===== config.mk =====
export PLATFORM = sky130hd
export DESIGN_NAME = fifo_vc_flat
export DESIGN_NICKNAME = d
export VERILOG_FILES = /design/src/rtl/fifo_vc_if.sv /design/src/rtl/fifo_vc.sv /design/src/flat_wrapper.sv
export SDC_FILE = /design/constraint.sdc
export NUM_CORES = 1
export LEC_CHECK = 0
export ABC_AREA = 1
export CORE_ASPECT_RATIO = 2
export CORE_MARGIN = 3
export CORE_UTILIZATION = 31
export CTS_BUF_LIST = sky130_fd_sc_hd__clkbuf_8
export CTS_CLUSTER_DIAMETER = 120
export DETAILED_ROUTE_END_ITERATION = 7
export SLEW_MARGIN = 20
export SYNTH_ARGS = -nofsm -noshare
export SYNTH_HDL_FRONTEND = slang
export SYNTH_SLANG_ARGS = --single-unit

===== constraint.sdc =====
create_clock -name clk -period 2.2 [get_ports clk]
set_input_delay 0.66 -clock clk [delete_from_list [all_inputs] [get_ports clk]]
set_output_delay 0.66 -clock clk [all_outputs]
set_load 0.1 [all_outputs]

===== src/rtl/fifo_vc_if.sv =====
// Handshake/data bundle between a virtual-channel FIFO and its producer/consumer.
// The master side drives push/pop/data_in; the slave side (the FIFO) returns data and flags.
interface fifo_vc_if #(
  parameter int BITNUMBER = 5
);
  logic                 push;
  logic [BITNUMBER-1:0] data_in;
  logic                 pop;
  logic [BITNUMBER-1:0] data_out;
  logic                 valid_out;
  logic                 full;
  logic                 empty;
  logic                 almost_full;
  logic                 almost_empty;
  logic                 error;

  modport master (
    output push, data_in, pop,
    input  data_out, valid_out, full, empty, almost_full, almost_empty, error
  );

  modport slave (
    input  push, data_in, pop,
    output data_out, valid_out, full, empty, almost_full, almost_empty, error
  );
endinterface


===== src/rtl/fifo_vc.sv =====
// Virtual-channel FIFO: registered read data one cycle after an accepted pop.
// Push at full is accepted only alongside a real pop; overflow/underflow set a sticky error.
module fifo_vc #(
  parameter int BITNUMBER = 5,
  parameter int DEPTH     = 4,
  parameter int PTR_WIDTH = 2
) (
  input  logic                 clk,
  input  logic                 reset,
  input  logic [PTR_WIDTH:0]   umbral_alto,
  input  logic [PTR_WIDTH:0]   umbral_bajo,
  fifo_vc_if.slave             bus
);

  localparam logic [PTR_WIDTH:0]   FULL_CNT = (PTR_WIDTH+1)'(DEPTH);
  localparam logic [PTR_WIDTH-1:0] PTR_ONE  = PTR_WIDTH'(1);
  localparam logic [PTR_WIDTH:0]   CNT_ONE  = (PTR_WIDTH+1)'(1);

  logic [BITNUMBER-1:0] mem [DEPTH];
  logic [PTR_WIDTH-1:0] wr_ptr;
  logic [PTR_WIDTH-1:0] rd_ptr;
  logic [PTR_WIDTH:0]   count;
  logic [PTR_WIDTH:0]   umbral_alto_reg;
  logic [PTR_WIDTH:0]   umbral_bajo_reg;
  logic                 pop_ok;
  logic                 push_ok;
  logic                 overflow;
  logic                 underflow;

  assign pop_ok    = bus.pop && (count != '0);
  // A full FIFO still takes a push when a pop frees a slot on the same edge.
  assign push_ok   = bus.push && ((count != FULL_CNT) || pop_ok);
  assign overflow  = bus.push && !push_ok;
  assign underflow = bus.pop && (count == '0);

  always_ff @(posedge clk) begin
    if (!reset && push_ok) begin
      mem[wr_ptr] <= bus.data_in;
    end
  end

  always_ff @(posedge clk) begin
    if (reset) begin
      wr_ptr          <= '0;
      rd_ptr          <= '0;
      count           <= '0;
      bus.data_out    <= '0;
      bus.valid_out   <= 1'b0;
      bus.error       <= 1'b0;
      umbral_alto_reg <= umbral_alto;
      umbral_bajo_reg <= umbral_bajo;
    end else begin
      if (push_ok) begin
        wr_ptr <= wr_ptr + PTR_ONE;
      end
      if (pop_ok) begin
        bus.data_out  <= mem[rd_ptr];
        bus.valid_out <= 1'b1;
        rd_ptr        <= rd_ptr + PTR_ONE;
      end else begin
        bus.valid_out <= 1'b0;
      end
      case ({push_ok, pop_ok})
        2'b10:   count <= count + CNT_ONE;
        2'b01:   count <= count - CNT_ONE;
        default: count <= count;
      endcase
      if (overflow || underflow) begin
        bus.error <= 1'b1;
      end
    end
  end

  assign bus.empty        = (count == '0);
  assign bus.full         = (count == FULL_CNT);
  assign bus.almost_full  = (count >= umbral_alto_reg);
  assign bus.almost_empty = (count <= umbral_bajo_reg);

endmodule


===== src/flat_wrapper.sv =====
// flat-port wrapper written by rule: the top's interface ports become plain ports
module fifo_vc_flat 
#(
  parameter int BITNUMBER = 5,
  parameter int DEPTH     = 4,
  parameter int PTR_WIDTH = 2
)
  (clk, reset, umbral_alto, umbral_bajo, bus_push, bus_data_in, bus_pop, bus_data_out, bus_valid_out, bus_full, bus_empty, bus_almost_full, bus_almost_empty, bus_error);
  fifo_vc_if #(.BITNUMBER(BITNUMBER)) bus_i ();
  input  logic clk;
  input  logic reset;
  input  logic [PTR_WIDTH:0] umbral_alto;
  input  logic [PTR_WIDTH:0] umbral_bajo;
  input wire logic [$bits(bus_i.push)-1:0] bus_push;
  input wire logic [$bits(bus_i.data_in)-1:0] bus_data_in;
  input wire logic [$bits(bus_i.pop)-1:0] bus_pop;
  output wire logic [$bits(bus_i.data_out)-1:0] bus_data_out;
  output wire logic [$bits(bus_i.valid_out)-1:0] bus_valid_out;
  output wire logic [$bits(bus_i.full)-1:0] bus_full;
  output wire logic [$bits(bus_i.empty)-1:0] bus_empty;
  output wire logic [$bits(bus_i.almost_full)-1:0] bus_almost_full;
  output wire logic [$bits(bus_i.almost_empty)-1:0] bus_almost_empty;
  output wire logic [$bits(bus_i.error)-1:0] bus_error;
  assign bus_i.push = bus_push;
  assign bus_i.data_in = bus_data_in;
  assign bus_i.pop = bus_pop;
  assign bus_data_out = bus_i.data_out;
  assign bus_valid_out = bus_i.valid_out;
  assign bus_full = bus_i.full;
  assign bus_empty = bus_i.empty;
  assign bus_almost_full = bus_i.almost_full;
  assign bus_almost_empty = bus_i.almost_empty;
  assign bus_error = bus_i.error;
  fifo_vc #(.BITNUMBER(BITNUMBER), .DEPTH(DEPTH), .PTR_WIDTH(PTR_WIDTH)) u_core (.clk(clk), .reset(reset), .umbral_alto(umbral_alto), .umbral_bajo(umbral_bajo), .bus(bus_i));
endmodule

==> results of run 1 <==
## path summary, 6_finish.rpt
| check | cells after the start | startpoint | slack [ns] | end |
|---|---|---|---|---|
| max | 4 | u_core.count[2]$_SDFFE_PP0P_ | 0.06 | bus_almost_full |
| min | 2 | u_core.bus.error$_SDFFE_PP0P_ | 0.49 | u_core.bus.error$_SDFFE_PP0P_ |
| max reg2reg | 10 | u_core.count[2]$_SDFFE_PP0P_ | 0.56 | u_core.count[2]$_SDFFE_PP0P_ |
| min reg2reg | 2 | u_core.bus.error$_SDFFE_PP0P_ | 0.49 | u_core.bus.error$_SDFFE_PP0P_ |
## critical path: cells and delay by family, from the launching register on
family          cells  cell delay, ns
flops               1            0.38
simple gates        1            0.04
buf+inv             1            0.25
compound gates      1            0.23
fa+ha+maj           1            0.28
## cells in the final DEF (no fill, tap or decap), types with 2 or more instances in the layout
| cell type | netlist | final |
|---|---|---|
| a21oi_1 | 8 | 8 |
| buf_12 | 0 | 3 |
| buf_4 | 0 | 22 |
| clkbuf_8 | 0 | 5 |
| clkdlybuf4s50_1 | 0 | 14 |
| dfxtp_1 | 14 | 11 |
| dfxtp_2 | 0 | 2 |
| edfxtp_1 | 26 | 26 |
| ha_1 | 10 | 7 |
| ha_4 | 0 | 3 |
| inv_1 | 21 | 18 |
| inv_2 | 1 | 4 |
| inv_6 | 1 | 2 |
| nand2_1 | 9 | 8 |
| nand2_2 | 3 | 4 |
| nand2_4 | 3 | 3 |
| nand3_1 | 6 | 6 |
| nor2_1 | 29 | 29 |
| o21ai_0 | 18 | 17 |
| o21ai_1 | 1 | 2 |
| o22ai_1 | 6 | 6 |
## through the flow
stage / util (%) / setup WS, ns
final: 43.4 / 0.0568
after global routing: 43.4 / -0.0280
after CTS: 43.0 / 0.000391
after detailed placement: 40.9 / -0.0361
after global placement: 40.9 / -0.0630
after floorplan: - / -0.593
## final cells by class
class / count / area (um^2) / share of cell area [%]
inverters: 23 / 91.3 / 3.85
clock inverters: 3 / 46.3 / 1.95
well taps: 60 / 75.1 / 3.16
clock buffers: 5 / 68.8 / 2.90
repair buffers: 40 / 390 / 16.4
multi-input cells: 100 / 634 / 26.7
flip-flops and latches: 40 / 1070 / 45.0
## cell families (layout without fill, tap and decap cells)
group	Yosys count	after routing
and+or+nand+nor	54	54
DFF	40	40
AOI/OAI and AO/OA	35	35
buffers and inverters	26	71
adders and majority gates	11	11
## routing by layer
| metal | track usage, % | vias up | wire length (um) |
|---|---|---|---|
| li1 | - | 646 | - |
| met1 | 9.49 | 587 | 1130 |
| met2 | 21.3 | 18 | 2000 |
| met3 | 2.19 | 6 | 83 |
| met4 | 5.90 | 0 | 92 |
| met5 | 0 | - | 0 |
## what timing repair did
action / CTS / global route
gates resized for setup: 2 / 6
endpoints found under the setup margin: 2 / 2
pin swaps: 0 / 4
## power by group
part	total, W	internal (W)	switching [W]
registers	0.000913	0.000868	0.0000445
logic	0.000929	0.000312	0.000617
clock network	0.000608	0.000342	0.000267
==> impl_results.md, run 1 <==
* Yosys top cell by area: edfxtp_1
* Placement row count at 38
* Minimum clock period at 2.14 ns
* Outcome: finished, final reports clean
* Mean Syn Cell Area at 10.6 um^2
* Post-synth cell types at 23
* Net count after synthesis at 192
* HP Class: register to register
* Cells after synthesis at 166
* Setup Skew at 0.00447 ns
* Post-CTS Setup Inserts at 0
* Mux cell area share after synthesis at 0%
* Top cells by area, synth: edfxtp_1, dfxtp_1, ha_1, nor2_1, o21ai_0
* ANT nets after route at 0
* Path type of the worst setup path: register to output pin
* Final Non-Filler Cells at 271
* Mapped Area at 1760 um^2
* Total CTS buffers at 5
* CTS Sinks at 40
* HPWL after detailed placement at 2.65 mm
* EDFF count, synth at 26
* Initial Util at 32.2%
* Post-synth top area share at 44.3%
* Net count, final at 236
* Placed inst area at 2230 um^2
* Final hold violation count at 0
* Yosys Warn Count at 0
* RSZ-0062 raised after global routing: yes
* Cell with the most instances after synthesis: nor2_1
* Die Ht at 113 um
* RePlAce Congestion at 0.831
* Xor/xnor share of the synthesized area at 0%
* # diodes at 0
* Pleak at 0.970 nW
* Critical Path Fanout Max at 5
* Worst-path clk slew at 0.08 ns
* Clk Latency, worst-skew pair at 0.29 ns
* Boundary Pins at 26
* Clock Path Buffers at 2
* Critical path required time at 1.54 ns
* Pins Over Slew Limit at 0
* P&R area growth vs syn at 34.7%
* Crit path cell chain: ha_4 -> nand2_2 -> o211ai_1 -> clkbuf_16
* Core area at 5470 um^2
* Worst vdd ir at 0.000767 V
* Routed WL per cell at 12.2 um
* Setup-failing EPs final at 0
* TritonRoute pass-1 iters at 4
* Largest net degree at the start of global routing at 15
* # hold bufs at CTS at 0
* Sequential fraction of the synthesis area at 60.2%
* Cell area after layout at 2370 um^2
* P per Cell Area at 1030 nW/um^2
* Seq cells post-synth at 40
* Max Cap Viol at 0
* Gr usage total at 10.9%
* Top reg by flops: u_core.mem
* First-pass GRT wire length at 5.46 mm
* Max FFs per register at 20
* Initial antenna violation count at 0
* Fillers at 530
* Root Buffer: clkbuf_8
* Slew @ Worst Pin at 0.286 ns
* Vias at 1257
* CTS tree: done
* Die area at 6680 um^2
* Vias in the first global route at 1224
* Simple-gate share of the synthesized area at 14.8%
* Port buffer count at 25
* 1st-iter DRT viols at 27
* Share of layout cells above drive strength 1 at 26.1%
* Period utilisation layout at 97.4%
* DIE WIDTH at 59.3 um
* Htree depth at 2
* Max Clk Rate at 0.467 GHz
* Top Registers: u_core.mem x20, u_core.bus.data_out x5
* Setup TNS at 0 ns
* Crit path DAT at 1.48 ns
* CP endpoint kind: output pin
* Largest family of logic cells by synthesized area: simple AND/OR/NAND/NOR gates
* Synth Area in Compound Gates at 10.7%
* Critical Path Max Stage Delay at 0.38 ns
* CP max-delay cell: dfxtp_4
* Dpl cells at 263
* Total power at 0.00245 W
* Global route overflow at 0
* Main flop type after synthesis: edfxtp_1
* Hold WS at 0.493 ns
* Residual DRC count at 0
* WL final at 3.30 mm
* Async SR Flop Fraction at 0%
* Max-slew headroom at 80.9%
* Startpoint Class: register
* Post-Synth Adder-Cell Area at 8.24%
* DR vias/cell at 4.64
* Top cells by count, synth: nor2_1, edfxtp_1, inv_1
Power figures use the tool's default switching activity.
==> run 2: changes to the inputs <==
Settings changed: SKIP_CTS_REPAIR_TIMING set to 1.
==> results of run 2 <==
Same layout as run 1: the final DEF is identical, and so are final timing and power.
